### src/rtl/dump_sequencer.sv
// Channel dump sequencer: fetches the channel's offset/gain calibration from the EEPROM over SPI,
// then streams all capture-RAM samples, oldest first, as corrected bytes to the UART.
module dump_sequencer #(
  parameter int DEPTH = 512,
  parameter int AW    = 9
) (
  input  logic          clk,
  input  logic          rst_n,
  input  logic          dump,
  input  logic [1:0]    dump_ch,
  input  logic [2:0]    ch1_AFEgain,
  input  logic [2:0]    ch2_AFEgain,
  input  logic [2:0]    ch3_AFEgain,
  input  logic [AW-1:0] trig_addr,
  input  logic          SPI_done,
  input  logic [7:0]    corrected,
  input  logic          tx_done,
  output logic          wrt_SPI,
  output logic [2:0]    ss,
  output logic [15:0]   SPI_data,
  output logic          flopOffset,
  output logic          flopGain,
  output logic          ren,
  output logic [AW-1:0] ram_addr,
  output logic [1:0]    ch_sel,
  output logic [7:0]    tx_data,
  output logic          trmt,
  output logic          busy,
  output logic          dump_done
);

  localparam logic [3:0] IDLE     = 4'd0;
  localparam logic [3:0] OFF_CMD  = 4'd1;
  localparam logic [3:0] OFF_WT1  = 4'd2;
  localparam logic [3:0] OFF_WT2  = 4'd3;
  localparam logic [3:0] GAIN_CMD = 4'd4;
  localparam logic [3:0] GAIN_WT1 = 4'd5;
  localparam logic [3:0] GAIN_WT2 = 4'd6;
  localparam logic [3:0] RD       = 4'd7;
  localparam logic [3:0] LAT      = 4'd8;
  localparam logic [3:0] TXW      = 4'd9;
  localparam logic [3:0] DONE     = 4'd10;

  localparam logic [AW-1:0] LAST = AW'(DEPTH - 1);

  logic [3:0]    state_q, state_d;
  logic [1:0]    ch_q, ch_d;
  logic [2:0]    gain_q, gain_d;
  logic [AW-1:0] cnt_q, cnt_d;
  logic [AW-1:0] addr_q, addr_d;
  logic [15:0]   spi_data_q, spi_data_d;
  logic          wrt_q, wrt_d;
  logic [7:0]    tx_data_q, tx_data_d;
  logic          trmt_q, trmt_d;
  logic [2:0]    gain_sel;

  always_comb begin
    case (dump_ch)
      2'b00:   gain_sel = ch1_AFEgain;
      2'b01:   gain_sel = ch2_AFEgain;
      default: gain_sel = ch3_AFEgain;
    endcase
  end

  always_comb begin
    state_d    = state_q;
    ch_d       = ch_q;
    gain_d     = gain_q;
    cnt_d      = cnt_q;
    addr_d     = addr_q;
    spi_data_d = spi_data_q;
    wrt_d      = 1'b0;
    tx_data_d  = tx_data_q;
    trmt_d     = 1'b0;
    case (state_q)
      IDLE: begin
        if (dump && dump_ch != 2'b11) begin
          ch_d    = dump_ch;
          gain_d  = gain_sel;
          addr_d  = trig_addr;
          cnt_d   = '0;
          state_d = OFF_CMD;
        end
      end
      OFF_CMD: begin
        wrt_d      = 1'b1;
        spi_data_d = {2'b00, ch_q, gain_q, 1'b0, 8'h00};
        state_d    = OFF_WT1;
      end
      OFF_WT1: begin
        // Second transaction clocks the EEPROM read data back out.
        if (SPI_done) begin
          wrt_d      = 1'b1;
          spi_data_d = 16'h0000;
          state_d    = OFF_WT2;
        end
      end
      OFF_WT2:  if (SPI_done) state_d = GAIN_CMD;
      GAIN_CMD: begin
        wrt_d      = 1'b1;
        spi_data_d = {2'b00, ch_q, gain_q, 1'b1, 8'h00};
        state_d    = GAIN_WT1;
      end
      GAIN_WT1: begin
        if (SPI_done) begin
          wrt_d      = 1'b1;
          spi_data_d = 16'h0000;
          state_d    = GAIN_WT2;
        end
      end
      GAIN_WT2: if (SPI_done) state_d = RD;
      RD:       state_d = LAT;
      LAT: begin
        tx_data_d = corrected;
        trmt_d    = 1'b1;
        state_d   = TXW;
      end
      TXW: begin
        if (tx_done) begin
          if (cnt_q == LAST) begin
            state_d = DONE;
          end else begin
            cnt_d   = cnt_q + 1'b1;
            addr_d  = (addr_q >= LAST) ? '0 : addr_q + 1'b1;
            state_d = RD;
          end
        end
      end
      DONE:    state_d = IDLE;
      default: state_d = IDLE;
    endcase
  end

  always_ff @(posedge clk or negedge rst_n) begin
    if (!rst_n) begin
      state_q    <= IDLE;
      ch_q       <= 2'b00;
      gain_q     <= 3'b000;
      cnt_q      <= '0;
      addr_q     <= '0;
      spi_data_q <= 16'h0000;
      wrt_q      <= 1'b0;
      tx_data_q  <= 8'h00;
      trmt_q     <= 1'b0;
    end else begin
      state_q    <= state_d;
      ch_q       <= ch_d;
      gain_q     <= gain_d;
      cnt_q      <= cnt_d;
      addr_q     <= addr_d;
      spi_data_q <= spi_data_d;
      wrt_q      <= wrt_d;
      tx_data_q  <= tx_data_d;
      trmt_q     <= trmt_d;
    end
  end

  // Strobes line up with SPI_done so EEP_data is captured while still valid.
  assign flopOffset = (state_q == OFF_WT2) && SPI_done;
  assign flopGain   = (state_q == GAIN_WT2) && SPI_done;
  assign ren        = (state_q == RD);
  assign dump_done  = (state_q == DONE);
  assign busy       = (state_q != IDLE);
  assign ss         = 3'b100;
  assign wrt_SPI    = wrt_q;
  assign SPI_data   = spi_data_q;
  assign ram_addr   = addr_q;
  assign ch_sel     = ch_q;
  assign tx_data    = tx_data_q;
  assign trmt       = trmt_q;

endmodule
### config.mk
export PLATFORM = sky130hd
export DESIGN_NAME = dump_sequencer
export DESIGN_NICKNAME = d
export VERILOG_FILES = /design/src/rtl/dump_sequencer.sv
export SDC_FILE = /design/constraint.sdc
export NUM_CORES = 1
export LEC_CHECK = 0
export CELL_PAD_IN_SITES_DETAIL_PLACEMENT = 1
export CELL_PAD_IN_SITES_GLOBAL_PLACEMENT = 2
export CORE_MARGIN = 2
export CORE_UTILIZATION = 31
export CTS_BUF_LIST = sky130_fd_sc_hd__clkbuf_2
export CTS_CLUSTER_DIAMETER = 120
export DETAILED_ROUTE_END_ITERATION = 7
export PLACE_DENSITY_LB_ADDON = 0.12
export SETUP_SLACK_MARGIN = 0.4
export SLEW_MARGIN = 40
export SYNTH_ARGS = -nofsm -noshare
export SYNTH_HDL_FRONTEND = slang
export SYNTH_SLANG_ARGS = --single-unit
### constraint.sdc
create_clock -name clk -period 3.35 [get_ports clk]
set_clock_uncertainty 0.15 [all_clocks]
set_input_delay 0.67 -clock clk [delete_from_list [all_inputs] [get_ports clk]]
set_output_delay 0.67 -clock clk [all_outputs]
set_load 0.01 [all_outputs]
# After elaboration in Yosys (flattened, before gate mapping)

Cells that the tools add are included.

$lt $le $gt $ge: 1
Mux-type cells: 23
Add/sub/neg operators: 2
Reduce and logical (&&, ||, !) cells: 14
Equality and inequality tests: 21

Operators by type and width:

| cell                | number |
|---|---|
| $mux 9              | 7 |
| $pmux 16 s3         | 1 |
| $pmux 4 s10         | 1 |
| $pmux 9 s2          | 2 |
| $mux 4              | 7 |
| $add 9x1->9 const B | 2 |
| $eq 4x3->1 const B  | 4 |
| $mux 16             | 1 |
| $ne 2x2->1 const B  | 8 |
| $eq 4x4->1 const B  | 3 |
| $eq 9x9->1 const B  | 1 |
| $ge 9x9->1 const B  | 1 |
| $eq 4x2->1 const B  | 2 |
| $pmux 3 s2          | 1 |
| $reduce_and 6->1    | 1 |
| $eq 4x1->1 const B  | 1 |
| $logic_not 4->1     | 1 |
| $reduce_and 2->1    | 2 |
| $reduce_and 4->1    | 1 |
| $reduce_bool 4->1   | 1 |
| $reduce_or 2->1     | 2 |
| $logic_and 1x1->1   | 3 |
| $reduce_bool 3->1   | 1 |
| $eq 2x1->1 const B  | 1 |
| 5 further kinds     | 6 |

Output and inout bits: 45
Input port bits: 33
Register bits after elaboration: 53

# Depth between registers and ports, before layout

Gate-level depths: netlist (run 1).

Word-level depth: 5
Mapped depth: 10
Depth with buffers taken out: 8

# Worst setup path after synthesis (run 1)

OpenSTA, ideal clock, no wires.

Path kind: reg2reg
From: register addr_q[0] (netlist: ram_addr[0])
To: register addr_q[5] (netlist: ram_addr[5])
Data required time: 3.134 ns
Cell stages (with the launch flop): 9
Slack: 1.192 ns
Period minus slack after synthesis: 2.158 ns
Library setup time: 0.066 ns
Data arrival time: 1.942 ns
Path through: dfrtp_1 > ha_1 > and3_1 > nand3_1 > nor2_1 > ha_1 > nor3_1 > a21o_1 > a221o_1

Word-level cells in the longest chain between the ends: 5
Elaborated cells between the ends (all ways): 6
Classes of those cells: 1 x add/sub; 1 x order compare; 4 x mux

RTL lines:

| what                                             | RTL line | text |
|---|---|---|
| start: declaration                               | 50       | `logic [AW-1:0] addr_q, addr_d;` |
| start signal: assignment                         | 150      | `addr_q <= addr_d;` |
| $add 9x1->9 / $ge 9x9->1 (equally long branches) | 124      | `addr_d = (addr_q >= LAST) ? '0 : addr_q + 1'b1;` |
| $mux 9 *                                         | 124      |  |
| $mux 9 *                                         | 120      | `if (cnt_q == LAST) begin` |
| $mux 9 *                                         | 119      | `if (tx_done) begin` |
| $pmux 9 s2 *                                     | 75       | `case (state_q)` |

Mark *: on every way between the ends. The rest lies on a longest branch, timed or not. The select of a mux whose other input is x is not followed.
A chain may end at the register's enable or synchronous reset.

# Final worst setup path (run 1)

From: register state_q[1]
To: output port busy

Word-level cells in the longest chain between the ends: 1

RTL lines:

| what                     | RTL line | text |
|---|---|---|
| start: declaration       | 46       | `logic [3:0] state_q, state_d;` |
| start signal: assignment | 146      | `state_q <= state_d;` |
| $reduce_bool 4->1        | 163      | `assign busy = (state_q != IDLE);` |
| end: declaration         | 28       | `output logic busy,` |

No other way between the ends.

==> summary by stage, run 1 <==
Global route
Entering global routing, the biggest net connects 44 pins. The number of global-route vias before repair is about 2200. The number of antenna violations at the first check in global routing is 0. For this run, the total global-route usage over all layers was measured as 0.1556. The wire length of the first global-routing pass is approximately 11 mm.

For this run the aggregate overflow at the end of global routing stands at 0.

CTS
The H-tree was split into 2 levels. The number of sinks handled by clock tree synthesis is between 40 and 50. The CTS tree is done. The clock reaches the later pin of the worst-skew pair after around 420 ps.

Hold repair after CTS inserted 0 buffers. The clock-pin slew reported for the worst setup and hold paths after clock tree synthesis is approximately 250 ps. The CTS root buffer is clkbuf_2. The number of buffers created by CTS is 5.

The clock tree buffer depth is 2.

Layout
The area growth from synthesis to layout is 31.10%. The share of post-route cells with drive strength above 1 is 0.1138. 0 antenna diodes ended up in the layout. Counting the fill cells in the layout gives 899.

After the last flow step, the layout net total stands at between 300 and 400.

Detailed routing
The pre-antenna-repair detailed-routing pass consisted of 4 iterations. The violation count after the first detailed-routing iteration is 67. The remaining routing DRC violations is 0. After detailed routing, the total wire length is between 6 and 7 mm. The remaining number of nets flagged by the antenna check after routing is 0. Summing over every cut layer, the via total after detailed routing is approximately 2200. Dividing the detail-routed via count by the number of cells gives 5.103. The routed wire length per instance is ~15 um.

Placed design
Timing analysis after detailed placement gives a worst setup slack of about 460 ps. The detailed placement HPWL is ~4.6 mm. The final estimated routing congestion in global placement is approximately 0.73.

The count of input and output buffers is 64.

Worst setup path
On the worst path, the slowest cell contributes a delay of between 500 and 600 ps. Among cell families on the critical path, the largest total delay comes from buffers and inverters. The worst setup path is captured at an output pin.

In this run the critical register-to-register path is launched from cnt_q[0]$_DFFE_PN0P_. The worst path required time is 2530 ps. Measured in cells, the most critical reg-to-reg path has a length of 8. Setup slack on the worst reg-to-reg path comes out at around 850 ps. The setup path with the least slack is of type reg2out. The largest individual stage delay along the critical path comes from the cell dfrtp_1. The top fanout value on the critical path is 10.

The critical path buffer and inverter count is 3. The endpoint identified for the worst register-to-register timing path is cnt_q[7]$_DFFE_PN0P_. The critical path goes through buf_4 > nor4_4 > inv_1 > clkdlybuf4s50_1. The worst setup path is launched from a flop. For the worst setup path, the data arrival time is a little over 2000 ps.

Yosys
The mapped cell area is around 2500 um^2. In the synthesized netlist the async set-or-reset flop fraction comes to 1.000. The most common flop cell mapped by yosys is dfrtp_1. The unique cell type count in the Yosys netlist is 52. Among all cell types in the netlist, the one instantiated most often is dfrtp_1. The fraction of the yosys area taken by sequential cells is 0.4306. The commonest cells after synthesis are 43 x dfrtp_1, 28 x nand2_1, 19 x nor2_1.

The share of synthesized area in the top cell type comes to 0.4306. By area the synthesized netlist is led by dfrtp_1 43%, mux2_2 5.0%, nand2_1 4.2%. The average instance in the mapped netlist occupies around 9.6 um^2. The count of flip-flops with a built-in enable after synthesis is 0. During synthesis, Yosys emitted a total of 0 warnings. The synthesis-stage register bit count is 43. The number of instances in the synthesized netlist is between 200 and 300. The most area-hungry cell type in the Yosys netlist is dfrtp_1.

STA
Based on the critical path, the design can be clocked at up to roughly 0.35 GHz. The worst path in the final design needs a cycle of around 2900 ps, including I/O delays and setup. The final count of hold timing violations is 0. Summed over all failing endpoints, the final setup total negative slack is 0 ps.

Once routing completed, OpenROAD measured the worst setup slack at between 400 and 500 ps. The worst-case headroom to the max-slew limit is 0.5708. For the pin with the worst max-slew slack, the measured transition is 638.9 ps.

The number of max-slew violations in the final report is 0. Setup violations remaining at the end of the flow were counted as 0. The post-route fraction of the period consumed by the critical path is 0.8516. Setup repair after global routing could not meet its margin everywhere.

Power
The leakage power is ~0.0014 uW. Across the VDD grid, the largest voltage drop is around 270 uV. The areal power density over the cells is 746.6 nW/um^2.

Floorplan
The number of ports placed on the die boundary is a little under 80. The die is 93.78 um wide. The area enclosed by the die boundary is ~8800 um^2.

The core area is 7767 um^2. In this run the vertical extent of the chip is ~94 um. The initialized floorplan defines 32 standard-cell rows. For this configuration, the core starts out at a cell density of 0.3217.

Flow run
The tool flagged a number of max-cap violations equal to 0.

Status
The flow ran to the end, and the final reports show no timing, DRC or antenna violations.

Worst hold path
In this run the worst hold path is classified as in2async.
cell usage in the layout, fill, tap and decap left out, types with 5 or more instances in the layout:
cell type	Yosys	final
mux2_2	11	11
dfrtp_1	43	40
nand3_1	12	12
nor2_1	19	19
clkdlybuf4s50_1	0	62
o21ai_0	13	13
clkbuf_2	0	5
nand2_1	28	28
nor3_1	6	6
o22ai_1	5	5
nand2b_1	5	5
buf_4	13	11
o31ai_1	5	5
conb_1	2	13
and3_1	5	5
a22oi_1	7	7
or3_1	5	5
a21oi_1	12	12
metal layers:
metal,global-route usage,routed length (um),up-vias
met1,0.2202,3195,1062
met3,0.03371,339,6
met4,0.03865,64,0
met2,0.2417,2950,60
met5,0,0,-
li1,-,-,1051
per-stage QoR:
step / total power, uW / hold slack (ps) / area (um^2) / util / cells
final: 2446 / 58.96 / 3276 / 0.4217 / 427
after global routing: 2648 / 66.80 / 3276 / 0.4217 / 427
after CTS: 2440 / 68.32 / 3241 / 0.4172 / 423
after detailed placement: 2128 / 344.5 / 3173 / 0.4085 / 415
after global placement: 2099 / 332.4 / 3159 / 0.4067 / 415
after floorplan: 1627 / 224.4 / 2540 / - / 272
cell families (layout without fill, tap and decap cells):
family                   after synthesis  count (layout)  synth area share
flip-flops                            43              43            0.4306
AND/OR/NAND/NOR                       97              97            0.2163
XOR/XNOR                               2               2          0.007012
AO/OA/AOI/OAI                         65              65            0.1758
adder cells (fa/ha/maj)                4               4           0.02003
buffers and inverters                 33              86           0.08162
multiplexers                          15              15           0.06560
other                                  2              13          0.003006
flip-flops by register name, summed over array words and instances (netlist names):
name,cells
ch_sel,2
gain_q,3
ram_addr,9
wrt_SPI,1
trmt,1
cnt_q,9
tx_data,8
SPI_data,6
state_q,4
where the power goes:
group	leakage [uW]	internal (uW)	total [uW]	switching [uW]
clock	0.0000404	123	308	185
combinational	0.000793	644	1160	518
sequential	0.000553	729	976	247
total	0.00139	1500	2450	950
worst max path at each step:
stage                            startpoint                 endpoint  slack (ps)  cells after the start
finish               state_q[1]$_DFFE_PN0P_                     busy         500                      4
global route         state_q[1]$_DFFE_PN0P_                     busy         330                      4
CTS                  state_q[2]$_DFFE_PN0P_                     busy         400                      3
detailed placement               dump_ch[0]     cnt_q[7]$_DFFE_PN0P_         460                      5
global placement                   SPI_done               flopOffset         460                      4
floorplan           ram_addr[0]$_DFFE_PN0P_  ram_addr[5]$_DFFE_PN0P_        1190                      8
cell type report:
cell class              instances  area (um^2)  share of cell area
flip-flops and latches         43         1082              0.3304
clock inverters                 3        38.79             0.01184
clock buffers                   5        25.02            0.007639
well taps                     102        127.6             0.03896
inverters                       4        15.01            0.004584
repair buffers                 74        715.7              0.2185
multi-input cells             196         1271              0.3881
repair_timing:
action / CTS / global route
gates cloned: 0 / 0
pin swaps: 1 / 1
resized for setup: 3 / 2
setup endpoints to repair: 4 / 3
buffers inserted: 0 / 4
(Power assumes the default switching activity.)
==> run 2: changes to the inputs <==
- CORE_UTILIZATION: 31 -> 28
==> summary by stage, run 2 (same netlist as run 1, synthesis figures left out) <==
Global route
The number of antenna violations at the first check in global routing came to 0 (unchanged). The largest net degree at the start of global routing is 44 (unchanged). The overall routing resource usage came to 0.1374 (-0.01827). The wire length of the first global-routing pass is 10.89 mm (-0.31%). The total congestion overflow is 0 (unchanged). The number of global-route vias before repair is 2139 (-2.7%).

CTS
The clock-pin slew reported for the worst setup and hold paths after clock tree synthesis is 220 ps (-30 ps). The root buffer cell chosen for the clock tree is clkbuf_2. The number of buffers created by CTS is 5 (unchanged). The number of buffers added to fix hold violations after cts is 0 (unchanged).

The clock tree buffer depth is 2 (unchanged). The insertion delay of the later-clocked pin in the worst-skew pair came to 400 ps (-20 ps). The number of sinks handled by clock tree synthesis is 43 (unchanged). The CTS tree is done.

The count of H-tree levels built during CTS is 2 (unchanged).

Worst setup path
The arrival time at the worst endpoint was 1990 ps (-40 ps). The cell count of the worst reg-to-reg path came to 8 (unchanged). The element type at the critical path start is a flop.

The highest cell delay on the worst timing path came to 560 ps (+50 ps). The cell with the largest stage delay on the worst path is dfrtp_2. The critical path goes through nor4_4 > inv_1 > clkdlybuf4s50_1.

The worst path required time came to 2530 ps (about the same). STA classifies the critical path endpoint as an output pin. By startpoint and endpoint, the worst setup path is classified as reg2out. The top fanout value on the critical path is 11 (+1).

Placed design
The final estimated routing congestion in global placement is 0.7559 (+3.4%). The count of input and output buffers is 64 (unchanged). The detailed placement HPWL is 4.594 mm (-0.84%).

Layout
The final standard cell utilization of the core was 0.3720 (-0.04974). The total number of nets in the final design is 358 (-0.83%). The top cell types in the final layout, fill and taps aside, are 62 x clkdlybuf4s50_1, 39 x dfrtp_1, 28 x nand2_1. Leaving out fill and tap cells, the most frequent cell in the layout is clkdlybuf4s50_1. The share of post-route cells with drive strength above 1 is 0.1063 (-0.007596). The area growth from synthesis to layout is 29.19%. The diode insertion count for antenna repair is 0 (unchanged).

STA
Setup repair after global routing left no endpoint under its margin. The worst-case headroom to the max-slew limit is 0.5715 (+0.0007190). The worst-margin pin slew is 637.8 ps (-1.069 ps). The final count of hold timing violations is 0 (unchanged).

The final critical-path required period is 2810 ps (-43.11 ps). The summed negative setup slack over all endpoints was 0 ps (unchanged). The maximum operating frequency is 0.3559 GHz (+1.5%). The final count of negative-setup-slack endpoints is 0 (unchanged). The post-route fraction of the period consumed by the critical path is 0.8387 (-0.01287). The number of max-slew violations in the final report was 0 (unchanged).

Floorplan
The area enclosed by the die boundary is 9695 um^2 (+10%). The width of the die is 98.47 um (+5.0%). The number of placement rows is 34 (+6.3%). The number of ports placed on the die boundary is 78 (unchanged).

The die outline height is 98.47 um (+5.0%). The starting utilization of the core area came to 0.2879 (-0.03376). The core area is 8678 um^2 (+12%).

Power
The switching power summed over all nets was 930.5 uW (-2.0%). The areal power density over the cells was 723.6 nW/um^2 (-3.1%). The highest ir drop seen on vdd is 186.8 uV (-32%). The combinational power share is 0.481 (+0.006). The clock power share is 0.090 (-0.036).

The cell-internal power is 1405 uW (-6.0%). The sequential share of power is 0.429 (+0.030). The net switching share of the total power was 0.3983 (+0.009928). The leakage power is 0.001356 uW (-2.2%).

Detailed routing
The violation count after the first detailed-routing iteration is 118 (+76%). The total wire length is 6.442 mm (-1.6%). The number of detailed-route iterations in the first pass was 4 (unchanged). The via count normalized by instance count is 4.974 (-2.5%). The remaining routing DRC violations is 0 (unchanged).

The routed wire length per instance is 15.05 um (-1.9%). The remaining number of nets flagged by the antenna check after routing is 0 (unchanged). The number of vias in the routed layout came to 2129 (-2.3%).

Status
The run finished with clean final reports.

Flow run
The count of maximum capacitance violations is 0 (unchanged).

Worst hold path
The worst hold path belongs to the class in2async.
## run 2: cell count changes in the layout (fill, tap and decap cells not counted)
| cell | change |
|---|---|
| dfrtp_2 | +1 |
| clkbuf_2 | +1 |
| bufinv_16 | -1 |
| buf_4 | -3 |
| clkinv_1 | -1 |
| clkinv_2 | -1 |
| dfrtp_1 | -1 |
## run 2: layout make-up
class                      count  area, um^2
multi-input combinational    196        1271
inverter                       4       15.01
fill                        1020        5450
tap                          108       135.1
timing repair buffer          71       693.2
clock buffer                   6       30.03
sequential                    43        1084
## run 2: through the flow
step                total power (uW)  setup slack [ps]  instances  area, um^2  hold WS, ps
floorplan                       1627              1192        272        2540        224.4
global placement                2110             469.9        420        3159        325.3
detailed placement              2130             440.7        420        3173        339.6
CTS                             2355             418.9        426        3207        89.47
global route                    2537             401.2        428        3228        85.64
finish                          2336             540.4        428        3228        74.39
## run 2: what timing repair did
| item | CTS | global route |
|---|---|---|
| buffers inserted | 0 | 2 |
| pin swaps | 0 | 1 |
| gates resized for setup | 3 | 3 |
| setup endpoints to repair | 5 | 4 |
| hold endpoints to repair | 0 | 0 |
## run 2: critical path: cells and delay by family (launching register included)
family	cells	cell delay [ps]
simple gates	1	420
buf+inv	2	630
flops	1	560
## run 2: power by group through the flow
stage          clock network (uW)  logic [uW]  registers, uW
2_1_floorplan                   0         676            951
3_3_place_gp                    0        1100           1010
3_5_place_dp                    0        1120           1010
4_1_cts                       227        1120           1000
5_1_grt                       242        1250           1050
6_report                      211        1120           1000
## run 2: per-layer routing
metal  track usage  share of wire  up-vias
met5             0              0        -
met2        0.2166           0.46       55
li1              -              -     1046
met1        0.1939           0.48     1020
met4       0.03793          0.014        0
met3       0.02624          0.050        8
## run 2: final timing paths
check / to / start / slack (ps)
max: busy / state_q[0]$_DFFE_PN0P_ / 540
min: ram_addr[4]$_DFFE_PN0P_ / rst_n / 70
max reg2reg: cnt_q[7]$_DFFE_PN0P_ / cnt_q[0]$_DFFE_PN0P_ / 880
min reg2reg: gain_q[0]$_DFFE_PN0P_ / gain_q[0]$_DFFE_PN0P_ / 370
max in group asynchronous: state_q[1]$_DFFE_PN0P_ / rst_n / 2500
min in group clk: gain_q[0]$_DFFE_PN0P_ / gain_q[0]$_DFFE_PN0P_ / 370
==> run 3: changes to the inputs <==
- CORE_UTILIZATION: 28 -> 26
- clock period: 3.35 -> 2.4 ns (I/O delays scaled with it)
==> summary by stage, run 3 (same netlist as run 1, synthesis figures left out) <==
Worst setup path
The critical path class is reg2out. The worst path required time is 1770 ps (-760 ps). The cell with the largest stage delay on the worst path is dfrtp_2. The highest cell delay on the worst timing path came to 460 ps (-100 ps). In this design, the critical path's most frequently occurring cell is buf_6. The top fanout value on the critical path is 4 (-7).

The top cell family by delay on the critical path is flip-flops. The arrival time at the worst endpoint was 1550 ps (-440 ps). The element type at the critical path start is a flop. STA classifies the critical path endpoint as an output pin.

The critical path buffer and inverter count is 3 (+1). The signal on the critical path passes through buf_6 > nor4_4 > inv_2 > buf_6.

STA
The maximum operating frequency is ~0.46 GHz. The number of max-slew violations in the final report was 0 (unchanged). The post-route fraction of the period consumed by the critical path is 0.9068. The final critical-path required period is 2176 ps. The final count of hold timing violations is 0 (unchanged). The hold slack is 371.9 ps (+297.5 ps).

The worst-case headroom to the max-slew limit came to 0.5948 (+0.02322). Setup repair after global routing could not meet its margin everywhere. The worst-margin pin slew is 607.9 ps (-29.92 ps). The final count of negative-setup-slack endpoints is 0 (unchanged).

Power
The total power consumption of the routed design was 4102 uW (+76%). The highest ir drop seen on vdd is 291.0 uV (+56%). The areal power density over the cells is 966.0 nW/um^2 (+33%). The leakage power was 0.001963 uW (+45%).

Layout
The total number of nets in the final design is 439 (+23%). The library cells used most frequently in the layout, excluding fill and tap cells, are 64 x buf_4, 35 x dfrtp_1, 31 x clkdlybuf4s50_1. The final standard cell utilization of the core is 0.4574 (+0.08544). The share of post-route cells with drive strength above 1 is 0.4194 (+0.3131). The filler-free cell count of the finished design is 532 (+24%). The diode insertion count for antenna repair is 0 (unchanged). Leaving out fill and tap cells, the most frequent cell in the layout is buf_4. Compared with the post-synthesis result, the final layout area differs by 69.95%.

Detailed routing
The violation count after the first detailed-routing iteration is 40 (-66%). The number of detailed-route iterations in the first pass is 4 (unchanged). The remaining number of nets flagged by the antenna check after routing is 0 (unchanged).

The via count normalized by instance count is 4.701 (-5.5%). The total wire length is 7.936 mm (+23%). The number of vias in the routed layout is 2501 (+17%). The remaining routing DRC violations was 0 (unchanged). The routed wire length per instance was 14.92 um (-0.89%).

Global route
The number of antenna violations at the first check in global routing is 0 (unchanged). The total congestion overflow is 0 (unchanged). The wire length of the first global-routing pass is 12.70 mm (+17%). The number of global-route vias before repair was 2567 (+20%). The largest net degree at the start of global routing is 24 (-45%). The overall routing resource usage is 0.1550 (+0.01762).

Floorplan
The number of placement rows is 35 (+2.9%). The number of ports placed on the die boundary is 78 (unchanged). The core area is 9284 um^2 (+7.0%). The area enclosed by the die boundary is 10410 um^2 (+7.4%). The die outline height is 102.0 um (+3.6%). The width of the die is 102.0 um (+3.6%). The starting utilization of the core area is 0.2691 (-0.01878).

CTS
The count of H-tree levels built during CTS was 2 (unchanged). The clock tree buffer depth is 2 (unchanged). The root buffer cell chosen for the clock tree is clkbuf_2. The CTS tree is done. The number of buffers created by CTS is 5 (unchanged). The clock-pin slew reported for the worst setup and hold paths after clock tree synthesis is 230 ps (about the same). The number of sinks handled by clock tree synthesis is 43 (unchanged). The insertion delay of the later-clocked pin in the worst-skew pair is 420 ps (+20 ps).

Placed design
The count of input and output buffers was 64 (unchanged). The placed cell count is 469 (+12%). The final estimated routing congestion in global placement came to 0.7609 (+0.66%). The detailed placement HPWL came to 5.246 mm (+14%).

Worst hold path
The tightest min-delay check is of the reg2reg type.

Status
The flow ran to the end, and the final reports show no timing, DRC or antenna violations.

Flow run
The count of maximum capacitance violations is 0 (unchanged).
run 3: worst min-delay path, cell delays in order (launching register included):
cell	delay [ps]
dfrtp_1	400
nand2_1	50
o21ai_0	60
run 3: area by class of cell:
class	count	area, um^2
fillers	1078	5037
multi-input cells	197	1567
repair buffers	151	1380
flip-flops and latches	43	1086
well taps	129	161.4
clock buffers	6	30.03
inverters	4	15.01
clock inverters	2	7.507
run 3: power by group:
group | switching (uW) | internal, uW | leakage [uW]
combinational | 1170 | 1410 | 0.00139
sequential | 183 | 1020 | 0.000547
clock | 249 | 70.1 | 0.0000281
total | 1610 | 2500 | 0.00196
run 3: worst paths after layout:
path / slack, ps / depth (start not counted) / startpoint / to
min in group asynchronous: 420 / 2 / rst_n / ram_addr[2]$_DFFE_PN0P_
worst min register to register: 370 / 2 / gain_q[1]$_DFFE_PN0P_ / gain_q[1]$_DFFE_PN0P_
worst min-delay path: 370 / 2 / gain_q[1]$_DFFE_PN0P_ / gain_q[1]$_DFFE_PN0P_
max in group asynchronous: 1130 / 3 / rst_n / ram_addr[5]$_DFFE_PN0P_
worst max register to register: 270 / 10 / cnt_q[2]$_DFFE_PN0P_ / ram_addr[5]$_DFFE_PN0P_
worst max-delay path: 220 / 4 / state_q[1]$_DFFE_PN0P_ / busy
run 3: routing by layer:
layer | global-route usage | share of wire | vias up | wire (um)
met5 | 0 | 0 | - | 0
met4 | 0.04615 | 0.013 | 0 | 105
met3 | 0.02599 | 0.043 | 8 | 341
met2 | 0.2652 | 0.49 | 63 | 3875
met1 | 0.2012 | 0.46 | 1222 | 3614
li1 | - | - | 1208 | -
run 3: timing repair:
action / 4_1_cts / 5_1_grt
endpoints found under the hold margin: 22 / 0
setup buffers: 41 / 12
endpoints found under the setup margin: 53 / 38
resized for setup: 86 / 41
hold buffers: 1 / 0
pin swaps: 14 / 15
gates cloned: 1 / 0
run 3: per-stage QoR:
| stage | TNS [ps] | cell area (um^2) | setup slack (ps) |
|---|---|---|---|
| floorplan | 0 | 2589 | 364.4 |
| global placement | -9.445 | 3455 | -6.083 |
| detailed placement | -178.1 | 3455 | -62.94 |
| CTS | 0 | 3975 | 188.2 |
| global route | 0 | 4247 | 128.9 |
| finish | 0 | 4247 | 223.7 |
